--- src/rtl/multiword_serial_adder.sv ---
// multiword_serial_adder: adds two WIDTH-bit operands SLICE bits per clock
// through a single SLICE-bit ripple-carry slice, holding the carry in a
// flip-flop between slices. Operands arrive and results leave through
// valid/ready handshakes.
// Optional feature macro: RCA_OVF_EN adds the 'ovf' output, which reports
// two's-complement signed overflow of the full-width sum.
module multiword_serial_adder #(
  parameter int WIDTH = 16,
  parameter int SLICE = 4
) (
  input  logic             clk,
  input  logic             rst,
  input  logic             in_valid,
  output logic             in_ready,
  input  logic [WIDTH-1:0] A,
  input  logic [WIDTH-1:0] B,
  input  logic             Cin,
  output logic             out_valid,
  input  logic             out_ready,
  output logic [WIDTH-1:0] Sum,
  output logic             Cout,
`ifdef RCA_OVF_EN
  output logic             ovf,
`endif
  output logic             busy
);

  localparam int NSLICE = WIDTH / SLICE;
  localparam int IDXW   = (NSLICE > 1) ? $clog2(NSLICE) : 1;
  localparam logic [IDXW-1:0] LAST_IDX = IDXW'(NSLICE - 1);

  typedef enum logic [1:0] {
    IDLE,
    ADD,
    DONE
  } state_t;

  state_t state, state_nxt;

  logic [WIDTH-1:0] a_q, b_q;
  logic             carry;
  logic [IDXW-1:0]  idx;

  logic [SLICE-1:0] a_sl, b_sl, s_sl;
  logic             c_sl;
  logic             last;

  // One ripple-carry slice: pick the current operand slices and add them
  // together with the carry left over from the previous slice.
  always_comb begin
    a_sl = a_q[int'(idx)*SLICE +: SLICE];
    b_sl = b_q[int'(idx)*SLICE +: SLICE];
    {c_sl, s_sl} = {1'b0, a_sl} + {1'b0, b_sl} + {{SLICE{1'b0}}, carry};
    last = (idx == LAST_IDX);
  end

  // State register; reset drops any operation in progress.
  always_ff @(posedge clk or posedge rst) begin
    if (rst) state <= IDLE;
    else     state <= state_nxt;
  end

  // Next-state and handshake outputs, all decoded from the current state.
  always_comb begin
    state_nxt = state;
    in_ready  = 1'b0;
    out_valid = 1'b0;
    busy      = 1'b0;
    case (state)
      IDLE: begin
        in_ready = 1'b1;
        if (in_valid) state_nxt = ADD;
      end
      ADD: begin
        busy = 1'b1;
        if (last) state_nxt = DONE;
      end
      DONE: begin
        out_valid = 1'b1;
        if (out_ready) state_nxt = IDLE;
      end
      default: state_nxt = IDLE;
    endcase
  end

  // Datapath: capture operands on accept, then write one result slice per
  // ADD cycle; the final slice also produces the carry-out (and overflow).
  always_ff @(posedge clk or posedge rst) begin
    if (rst) begin
      a_q   <= '0;
      b_q   <= '0;
      carry <= 1'b0;
      idx   <= '0;
      Sum   <= '0;
      Cout  <= 1'b0;
`ifdef RCA_OVF_EN
      ovf   <= 1'b0;
`endif
    end else begin
      case (state)
        IDLE: begin
          if (in_valid) begin
            a_q   <= A;
            b_q   <= B;
            carry <= Cin;
            idx   <= '0;
            Sum   <= '0;
          end
        end
        ADD: begin
          Sum[int'(idx)*SLICE +: SLICE] <= s_sl;
          carry <= c_sl;
          idx   <= idx + 1'b1;
          if (last) begin
            Cout <= c_sl;
`ifdef RCA_OVF_EN
            ovf  <= c_sl ^ (a_sl[SLICE-1] ^ b_sl[SLICE-1] ^ s_sl[SLICE-1]);
`endif
          end
        end
        default: ;
      endcase
    end
  end

endmodule

--- config.mk ---
export PLATFORM = sky130hd
export DESIGN_NAME = multiword_serial_adder
export DESIGN_NICKNAME = d
export VERILOG_FILES = /design/src/rtl/multiword_serial_adder.sv
export SDC_FILE = /design/constraint.sdc
export NUM_CORES = 1
export LEC_CHECK = 0
export BUFFER_PORTS_ARGS = -buffer_cell sky130_fd_sc_hd__buf_2
export CAP_MARGIN = 40
export CORE_AREA = 2 2 71 100
export CTS_CLUSTER_DIAMETER = 100
export DETAILED_ROUTE_END_ITERATION = 6
export DIE_AREA = 0 0 73 102
export PLACE_DENSITY_LB_ADDON = 0.3
export SLEW_MARGIN = 15
export SYNTH_ARGS = -nofsm -noshare
export SYNTH_HDL_FRONTEND = slang
export SYNTH_SLANG_ARGS = --single-unit
--- constraint.sdc ---
create_clock -name clk -period 8.27 [get_ports clk]
set_input_delay 0 -clock clk [delete_from_list [all_inputs] [get_ports clk]]
set_output_delay 0 -clock clk [all_outputs]
set_load 0.02 [all_outputs]
==> results_dict.tcl <==
set metrics [dict create \
    status "complete, no violations" \
    die_w_um 73 \
    grt_pass1_vias 2084 \
    grt.overflow.total 0 \
    htree_num_levels 2 \
    grt_max_degree 55 \
    rows 35 \
    via_per_inst 5.00 \
    max_slew_margin 0.550 \
    min_path_type "in -> reg" \
    drive_above_1_share 0.243 \
    port_buffers 56 \
    worstPathRequired_ps 8430 \
    slew_viol_final 0 \
    clock_latency_ps 300 \
    syn_inst 238 \
    finalNonFillerCells 403 \
    final_cell_mix "nand2_1 (103), buf_2 (56), dfrtp_1 (54), dlygate4sd3_1 (35), a22o_1 (12)" \
    critical_path_class "reg -> reg" \
    fin_crit_ps 2810 \
    crit_slowest_cell "dfrtp_1" \
    wire_per_inst_um 14.1 \
    cp.arrival_ps 2970 \
    fin_crit_sh 0.340 \
    placed_area_um2 2870 \
    rsz0062_at_grt "false" \
    initial_core_util 0.393 \
    end_kind "register" \
    place_congestion 0.743 \
    cts_resized 0 \
    stdcell_area_um2 3340 \
    synth_area_um2 2560 \
    crit_path_max_incr_delay_ps 560 \
    ioPinCount 57 \
    routed_wl_um 5680 \
    die_h_um 102 \
    final_core_util 0.512 \
    layout_commonest_cell "nand2_1" \
    grt_pass1_wl_um 9380 \
    crit_path_start_kind "register" \
    ctsHoldBuffers 35 \
    crit_top_cell "fa_1" \
    setup_violations 0 \
    drc 0 \
    syn-mean-instance-area_um2 10.8 \
    finClkSkew_ps 6.11 \
    yosys_warnings 0 \
    core-area_um2 6530 \
    fp.dieArea_um2 7450 \
    clock_sinks 54 \
    rrSetupSlack_ps 5460 \
    p_per_area_nw_per_um2 398 \
    track_usage 0.165 \
    path_cells "buf_8, mux4_2, fa_1, fa_1, a21o_1, a21oi_1, o211ai_1" \
    syn2layout_area_growth_pct 30.2 \
    cts_buffer_depth 2 \
    final_nets 374 \
    numCtsBuffers 5 \
    max_freq_ghz 0.356 \
    via_count 2015 \
    ant_nets 0 \
    worst_pin_slew_ps 675 \
    drt_pass1_iterations 4 \
    hold_violations 0 \
    post-place-cells 359 \
    leakagePower_nw 1.74 \
    seq_area_frac_synth 0.527 \
    synth_nets 284 \
    cts_root_buffer "clkbuf_8" \
    antenna_found_initial 0 \
    drv_cap 0 \
    post_cts_buffers 0 \
    antenna_cells 0 \
    hpwl_um 3950 \
    cts_tree "built" \
    drt-initial-drc-count 91 \
    critPathMaxFanout 11 \
    ys_seq_elements 54 \
    final.setup.tns_ps 0 \
    clk_pin_slew_ps 90 \
    ys_types 35 \
    ir_drop_uv 153 \
]
==> registers in the layout (all words and copies together), names as in the netlist <==
name	count
idx	2
state	2
a_q	16
b_q	16
Sum	16
carry	1
Cout	1
==> path summary, 6_finish.rpt <==
kind | startpoint | cells past startpoint | end
worst max-delay path | idx[0] | 7 | carry
worst min-delay path | in_valid | 4 | Sum[11]
worst max register to register | idx[0] | 7 | carry
worst min register to register | b_q[0] | 2 | b_q[0]
max in group asynchronous | rst | 4 | a_q[9]
min in group asynchronous | rst | 4 | b_q[7]
==> final cells by class <==
type / instances / area [um^2]
fillers: 613 / 3190
inverters: 4 / 15.0
repair buffers: 95 / 676
multi-input cells: 168 / 1100
flip-flops and latches: 54 / 1350
well taps: 74 / 92.6
clock buffers: 7 / 76.3
clock inverters: 1 / 30.0
==> power by group <==
| part | leakage (nW) | internal (mW) | switching (mW) |
|---|---|---|---|
| logic | 0.995 | 0.291 | 0.394 |
| clock network | 0.0524 | 0.0907 | 0.0816 |
| registers | 0.691 | 0.382 | 0.0904 |
==> stage by stage <==
| step | hold WS (ps) | power, mW | setup WS, ps |
|---|---|---|---|
| after floorplan | 105 | 0.972 | 5610 |
| after global placement | 194 | 1.12 | 5340 |
| after global routing | 352 | 1.44 | 5370 |
| after CTS | 314 | 1.33 | 5220 |
| final | 316 | 1.33 | 5460 |
| after detailed placement | 192 | 1.15 | 5230 |
==> routing by layer <==
metal | GRT usage | routed length, um | part of all wire | vias to the layer above
met1 | 0.182 | 2330 | 0.41 | 975
met2 | 0.306 | 3040 | 0.54 | 47
met5 | 0 | 0 | 0 | -
met4 | 0.0712 | 148 | 0.026 | 0
li1 | - | - | - | 982
met3 | 0.0256 | 157 | 0.028 | 11
==> Yosys cell counts (all sizes together) <==
cell type | number | share of area
nand2 | 103 | 0.15
dfrtp | 54 | 0.53
a22o | 12 | 0.041
buf | 10 | 0.038
mux4 | 8 | 0.070
ha | 7 | 0.034
a21o | 5 | 0.015
a32o | 4 | 0.016
inv | 4 | 0.0059
nand2b | 3 | 0.0073
o21ai | 3 | 0.0059
a21oi | 2 | 0.0039
clkbuf | 2 | 0.0034
fa | 2 | 0.016
nand3 | 2 | 0.0039
nor2 | 2 | 0.0029
or3b | 2 | 0.0068
a211oi | 1 | 0.0029
a31oi | 1 | 0.0024
and3 | 1 | 0.0024
and3b | 1 | 0.0034
and4bb | 1 | 0.0049
nor2b | 1 | 0.0024
nor3b | 1 | 0.0049
nor4 | 1 | 0.0083
nor4b | 1 | 0.0093
o211ai | 1 | 0.0029
o21bai | 1 | 0.0029
o31ai | 1 | 0.0029
xor2 | 1 | 0.0034
==> critical path, delay by kind of cell, from the launching register on <==
family	cells	cell delay, ps
muxes	1	530
buffers and inverters	1	210
adders and majority gates	2	870
AOI/OAI and AO/OA	3	490
DFF	1	560
==> logic make-up (layout without fill, tap and decap cells) <==
logic type      Yosys count  in the layout  synth area share
compound gates           31             31            0.0951
simple gates            119            119             0.207
xor+xnor                  1              1           0.00342
mux                       8              8            0.0702
buf+inv                  16            107            0.0473
flops                    54             54             0.527
fa+ha+maj                 9              9            0.0498
(Power assumes the default switching activity.)
